### src/rtl/sseg_capture.sv
// sseg_capture: receive-side monitor for a four-digit multiplexed seven-segment
// display. Samples the active-low segment/enable bus, ignores multiplex
// transitions and short dwells, decodes each settled slot and publishes
// four-slot frames with a one-cycle frame_valid strobe.
// Optional feature: define SSEG_CAP_BIN_EN to convert each published frame to
// a binary value (otherwise value/value_ok are tied low).
module sseg_capture #(
    parameter int STABLE_CYC  = 4,
    parameter int TIMEOUT_CYC = 65536
) (
    input  logic        clk,
    input  logic        rst_n,
    input  logic [7:0]  ssegs,
    input  logic [3:0]  disp_en,
    output logic [15:0] digits,
    output logic [3:0]  dp_vec,
    output logic        frame_valid,
    output logic        all_dash,
    output logic        err,
    output logic        stale,
    output logic [13:0] value,
    output logic        value_ok
);
    localparam int CW = $clog2(STABLE_CYC + 1);
    localparam int TW = $clog2(TIMEOUT_CYC + 1);
    localparam logic [CW-1:0] CNT_ARM = CW'(STABLE_CYC - 1);
    localparam logic [CW-1:0] CNT_MAX = CW'(STABLE_CYC);
    localparam logic [TW-1:0] TMO_MAX = TW'(TIMEOUT_CYC);

    typedef struct packed {
        logic [3:0] code;
        logic       dp;
    } slot_t;

    logic [7:0]    seg_q, seg_p;
    logic [3:0]    en_q, en_p;
    logic [CW-1:0] stab_cnt;
    logic [TW-1:0] tmo_cnt;
    logic          same, en_ok, accept, publish;
    logic [1:0]    slot;
    logic [3:0]    code;
    slot_t [3:0]   shadow;
    logic [3:0]    seen;
    logic [15:0]   pub_digits;
    logic [3:0]    pub_dp;
    logic          pub_dash, pub_err;

    // Sample register plus one-deep history for the stability compare.
    always_ff @(posedge clk or negedge rst_n) begin
        if (!rst_n) begin
            seg_q <= 8'hFF;
            en_q  <= 4'hF;
            seg_p <= 8'hFF;
            en_p  <= 4'hF;
        end else begin
            seg_q <= ssegs;
            en_q  <= disp_en;
            seg_p <= seg_q;
            en_p  <= en_q;
        end
    end

    assign same = (seg_q == seg_p) && (en_q == en_p);

    // Segment pattern (a..g, active-low) to code nibble.
    always_comb begin
        code = 4'hE;
        case (seg_q[7:1])
            7'h01: code = 4'h0;
            7'h4F: code = 4'h1;
            7'h12: code = 4'h2;
            7'h06: code = 4'h3;
            7'h4C: code = 4'h4;
            7'h24: code = 4'h5;
            7'h20: code = 4'h6;
            7'h0F: code = 4'h7;
            7'h00: code = 4'h8;
            7'h04: code = 4'h9;
            7'h7E: code = 4'hA;
            7'h7F: code = 4'hF;
            default: code = 4'hE;
        endcase
    end

    // Only a single low enable names a slot; idle or overlapping enables do not.
    always_comb begin
        en_ok = 1'b1;
        slot  = 2'd0;
        case (en_q)
            4'b1110: slot = 2'd0;
            4'b1101: slot = 2'd1;
            4'b1011: slot = 2'd2;
            4'b0111: slot = 2'd3;
            default: en_ok = 1'b0;
        endcase
    end

    // Accept fires on the single cycle the counter steps into saturation,
    // so one dwell yields at most one accept.
    assign accept  = same && (stab_cnt == CNT_ARM) && en_ok;
    assign publish = (seen == 4'hF);

    // Stability counter: reload on change, saturate at STABLE_CYC.
    always_ff @(posedge clk or negedge rst_n) begin
        if (!rst_n)
            stab_cnt <= '0;
        else if (!same)
            stab_cnt <= CW'(1);
        else if (stab_cnt != CNT_MAX)
            stab_cnt <= stab_cnt + CW'(1);
    end

    // Shadow slots and seen mask; a publish clears the mask while a coincident
    // accept lands in the fresh frame.
    always_ff @(posedge clk or negedge rst_n) begin
        if (!rst_n) begin
            for (int i = 0; i < 4; i++) shadow[i] <= '{code: 4'hF, dp: 1'b0};
            seen <= '0;
        end else begin
            if (accept) shadow[slot] <= '{code: code, dp: ~seg_q[0]};
            seen <= (publish ? 4'h0 : seen) | (accept ? (4'b0001 << slot) : 4'h0);
        end
    end

    // Frame view of the shadow: slot0 lands in the top nibble.
    always_comb begin
        pub_digits = '0;
        pub_dp     = '0;
        pub_dash   = 1'b1;
        pub_err    = 1'b0;
        for (int i = 0; i < 4; i++) begin
            pub_digits[15-4*i -: 4] = shadow[i].code;
            pub_dp[i]               = shadow[i].dp;
            if (shadow[i].code != 4'hA) pub_dash = 1'b0;
            if (shadow[i].code == 4'hE) pub_err  = 1'b1;
        end
    end

    // Published outputs, updated together with the strobe.
    always_ff @(posedge clk or negedge rst_n) begin
        if (!rst_n) begin
            digits      <= 16'hFFFF;
            dp_vec      <= '0;
            frame_valid <= 1'b0;
            all_dash    <= 1'b0;
            err         <= 1'b0;
        end else begin
            frame_valid <= publish;
            if (publish) begin
                digits   <= pub_digits;
                dp_vec   <= pub_dp;
                all_dash <= pub_dash;
                err      <= pub_err;
            end
        end
    end

    // Idle-display watchdog: counts cycles since the last accept.
    always_ff @(posedge clk or negedge rst_n) begin
        if (!rst_n) begin
            tmo_cnt <= '0;
            stale   <= 1'b1;
        end else begin
            if (accept)
                tmo_cnt <= '0;
            else if (tmo_cnt != TMO_MAX)
                tmo_cnt <= tmo_cnt + TW'(1);
            if (publish)
                stale <= 1'b0;
            else if (tmo_cnt == TMO_MAX)
                stale <= 1'b1;
        end
    end

`ifdef SSEG_CAP_BIN_EN
    logic [13:0] bin_val;
    logic        bin_ok;

    function automatic logic [13:0] dval(input logic [3:0] c);
        return (c == 4'hF) ? 14'd0 : {10'd0, c};
    endfunction

    assign bin_val = dval(shadow[0].code) * 14'd1000 + dval(shadow[1].code) * 14'd100
                   + dval(shadow[2].code) * 14'd10   + dval(shadow[3].code);

    // Blanks read as leading zeros; the ones slot must hold a numeral.
    always_comb begin
        bin_ok = (shadow[3].code <= 4'd9);
        for (int i = 0; i < 4; i++)
            if (shadow[i].code > 4'd9 && shadow[i].code != 4'hF) bin_ok = 1'b0;
    end

    // Binary value register, updated with the strobe.
    always_ff @(posedge clk or negedge rst_n) begin
        if (!rst_n) begin
            value    <= '0;
            value_ok <= 1'b0;
        end else if (publish) begin
            value    <= bin_ok ? bin_val : 14'd0;
            value_ok <= bin_ok;
        end
    end
`else
    assign value    = '0;
    assign value_ok = 1'b0;
`endif

endmodule

### config.mk
export PLATFORM = sky130hd
export DESIGN_NAME = sseg_capture
export DESIGN_NICKNAME = d
export VERILOG_FILES = /design/src/rtl/sseg_capture.sv
export SDC_FILE = /design/constraint.sdc
export NUM_CORES = 1
export LEC_CHECK = 0
export CAP_MARGIN = 20
export CORE_ASPECT_RATIO = 1.75
export CORE_UTILIZATION = 50
export CTS_BUF_LIST = sky130_fd_sc_hd__clkbuf_4 sky130_fd_sc_hd__clkbuf_8 sky130_fd_sc_hd__clkbuf_16
export CTS_CLUSTER_DIAMETER = 50
export DETAILED_ROUTE_END_ITERATION = 7
export MAX_ROUTING_LAYER = met4
export PLACE_DENSITY_LB_ADDON = 0.15
export SLEW_MARGIN = 20
export SYNTH_ARGS = -nofsm -noshare
export SYNTH_HDL_FRONTEND = slang
export SYNTH_SLANG_ARGS = --single-unit
### constraint.sdc
create_clock -name clk -period 5.2 [get_ports clk]
set_input_delay 0.52 -clock clk [delete_from_list [all_inputs] [get_ports clk]]
set_output_delay 0.52 -clock clk [all_outputs]
set_load 0.02 [all_outputs]
==> results.cfg <==
[logic_synthesis]
syn_avg_cell_area_sq_um = 10.9
async_flop_share = 1.00
synth_warnings = 0
syn_inst = 378
yosysSeqAreaShare = 0.575
ys_ff_latch = 92
syn-cell-area_sq_um = 4130
yosysUniqueCellTypes = 47
synth_edf_count = 0
synth_ff_type = dfstp_2

[timing]
hold_violations = 0
rsz0062_at_grt = no
worstMarginPinSlew_ns = 0.805
hold_slack_ns = 0.217
setup_viol = 0
period_share = 0.427
slew_viol_final = 0
relSlewSlack = 0.463
max_freq_mhz = 450
skew_ns = 0.00968
finalCriticalPeriod_ns = 2.22
tns_ns = 0

[route]
wl_per_cell_um = 14.6
first_pass_iters = 6
routed_wl_um = 7390
drc = 6
antenna_left = 0
vias = 2691
drt_iter0_markers = 200
viasPerCell = 5.31

[pwr]
power_mw = 1.41
power_density_nw_per_um2 = 295
power.leakage_nw = 2.11
peakVddDrop_mv = 0.259

[floorplan]
fp.dieH_um = 122
initial_core_util = 0.519
die_x_um = 70.7
dieArea_sq_um = 8640
fp-row-count = 43
io_pins = 53
core_sq_um = 7960

[global_routing]
grt_pass1_wl_um = 12600
grt.total_usage = 0.198
grt_start_max_net_pins = 93
grt_pass1_vias = 2670
grt.overflow.total = 0
antenna_found_initial = 0

[worst_setup_path]
cp.arrival_ns = 2.42
start_kind = flop
crit_fanout = 17
crit_path_max_incr_delay_ns = 0.63
endpoint_kind = flop
critical_path_class = reg -> reg
crit_slowest_cell = dfstp_2
crit_path_cell_trace = xnor2_1 > nand4_1 > nor3_4 > and3_1 > nor2_1
crit_required_ns = 5.40

[clock_tree]
worstSkewPairLatency_ns = 0.34
clk_pin_slew_ns = 0.07
clock-sinks = 92
root_buffer = clkbuf_16
cts_tree = yes
htreeDepth = 3
post_cts.repair.setup_buffers = 0
clk_path_buf_depth = 2
cts.repair.resized = 0
numCtsBuffers = 9
holdBufCountCts = 0

[final_layout]
final_core_util = 0.599
area_delta_synth_final_pct = 15.5
fillers = 695
multiInputGateArea_sq_um = 1570
nNetsFinal = 431
antenna_cells = 0
drive_above_1_share = 0.233
regArea_sq_um = 2370

[place]
hpwl_um = 5140
gp_congestion = 0.885
port_buffers = 37

[run]
cap_viol_max_count = 0

[hold_path]
hp-class = in -> async

[run_status]
run_status = finished, violations left
violations = design-rule violations
-- per-stage QoR --
stage	cells	setup slack, ns	instance area, sq um
after global placement	491	3.04	4490
after floorplan	392	3.16	4180
after global routing	507	2.83	4770
final	507	2.98	4770
after CTS	507	2.96	4760
after detailed placement	491	3.00	4490
-- cells by family (layout without fill, tap and decap cells) --
kind of cell,Yosys count,count (layout),share of synthesized area
mux,21,21,0.0558
other cells,1,15,0.000908
flops,92,92,0.575
simple gates,160,160,0.192
compound gates,25,25,0.0391
buf+inv,43,68,0.0570
xor+xnor,31,31,0.0658
fa+ha+maj,5,5,0.0152
-- registers in the layout (all words and copies together), names as in the netlist --
name and cells:
tmo_cnt 17, digits 16, pub_digits 16, seg_p 8, seg_q 8, dp_vec 4
en_p 4, en_q 4, pub_dp 4, seen 4, stab_cnt 3, all_dash 1
err 1, frame_valid 1, stale 1
-- worst max-delay path: cells and delay by family, from the launching register on --
family	cells	cell delay, ns
AND/OR/NAND/NOR	4	1.29
flip-flops	1	0.63
XOR/XNOR	1	0.16
-- per-layer routing --
metal / vias up / GRT usage / part of all wire / wire (um)
met4: 0 / 0.110 / 0.028 / 205
li1: 1304 / - / - / -
met1: 1318 / 0.222 / 0.41 / 3060
met2: 50 / 0.329 / 0.53 / 3930
met3: 19 / 0.0402 / 0.026 / 191
met5: - / - / 0 / 0
-- path summary, 6_finish.rpt --
kind	from	end	slack, ns	cells after the start
min	rst_n	tmo_cnt[5]	0.22	1
min reg2reg	seg_q[0]	seg_p[0]	0.41	0
max	seg_q[1]	tmo_cnt[12]	2.98	5
max reg2reg	seg_q[1]	tmo_cnt[12]	2.98	5
min in group clk	seg_q[0]	seg_p[0]	0.41	0
max in group asynchronous	rst_n	frame_valid	4.41	1
-- cell usage after synthesis (2+ instances only) --
| master | instances | area, sq um |
|---|---|---|
| nor2_1 | 24 | 90.1 |
| nand3_1 | 9 | 45.0 |
| and3b_1 | 3 | 26.3 |
| dfstp_2 | 57 | 1500 |
| and3_1 | 4 | 25.0 |
| a221oi_1 | 2 | 17.5 |
| a21boi_0 | 2 | 15.0 |
| nand4_1 | 12 | 75.1 |
| nor3b_1 | 3 | 22.5 |
| xor2_1 | 8 | 70.1 |
| dfrtp_1 | 35 | 876 |
| nand2_1 | 78 | 293 |
| o21ai_0 | 8 | 40.0 |
| clkbuf_1 | 5 | 18.8 |
| inv_1 | 13 | 48.8 |
| nor3_1 | 4 | 20.0 |
| mux2i_1 | 5 | 50.1 |
| xnor2_1 | 23 | 201 |
| nor4b_1 | 2 | 17.5 |
| buf_4 | 15 | 113 |
| nor2b_1 | 3 | 18.8 |
| ha_1 | 5 | 62.6 |
| a21oi_1 | 6 | 30.0 |
| buf_2 | 7 | 35.0 |
| and2_1 | 3 | 18.8 |
| nand4_2 | 2 | 25.0 |
| nor4_1 | 5 | 31.3 |
| mux2_2 | 16 | 180 |
-- cell usage in the layout (no fill, tap or decap), types with 2 or more instances in the layout --
| cell type | n |
|---|---|
| a21boi_0 | 2 |
| a21oi_1 | 6 |
| a221oi_1 | 2 |
| and2_1 | 3 |
| and3_1 | 4 |
| and3b_1 | 3 |
| clkbuf_16 | 9 |
| clkdlybuf4s50_1 | 36 |
| clkinv_1 | 2 |
| clkinv_2 | 2 |
| conb_1 | 15 |
| dfrtp_1 | 35 |
| dfstp_2 | 57 |
| ha_1 | 5 |
| inv_1 | 13 |
| mux2_2 | 16 |
| mux2i_1 | 5 |
| nand2_1 | 78 |
| nand3_1 | 9 |
| nand4_1 | 12 |
| nand4_2 | 2 |
| nor2_1 | 24 |
| nor2b_1 | 3 |
| nor3_1 | 4 |
| nor3b_1 | 3 |
| nor4_1 | 5 |
| nor4b_1 | 2 |
| o21ai_0 | 8 |
| xnor2_1 | 23 |
| xor2_1 | 8 |
-- report_power, final --
part	internal (mW)	switching [mW]	leakage, nW
registers	0.735	0.0145	1.06
clock network	0.336	0.269	0.136
logic	0.0214	0.0337	0.909
total	1.09	0.317	2.11
-- final cells by class --
cell class	instances	share of cell area
Clock buffer	10	0.0501
Clock inverter	6	0.00813
Inverter	14	0.0110
Multi-Input combinational cell	257	0.330
Sequential cell	92	0.498
Tap cell	90	0.0236
Timing Repair Buffer	38	0.0795
Note: power is estimated with default switching activity, not from simulation.
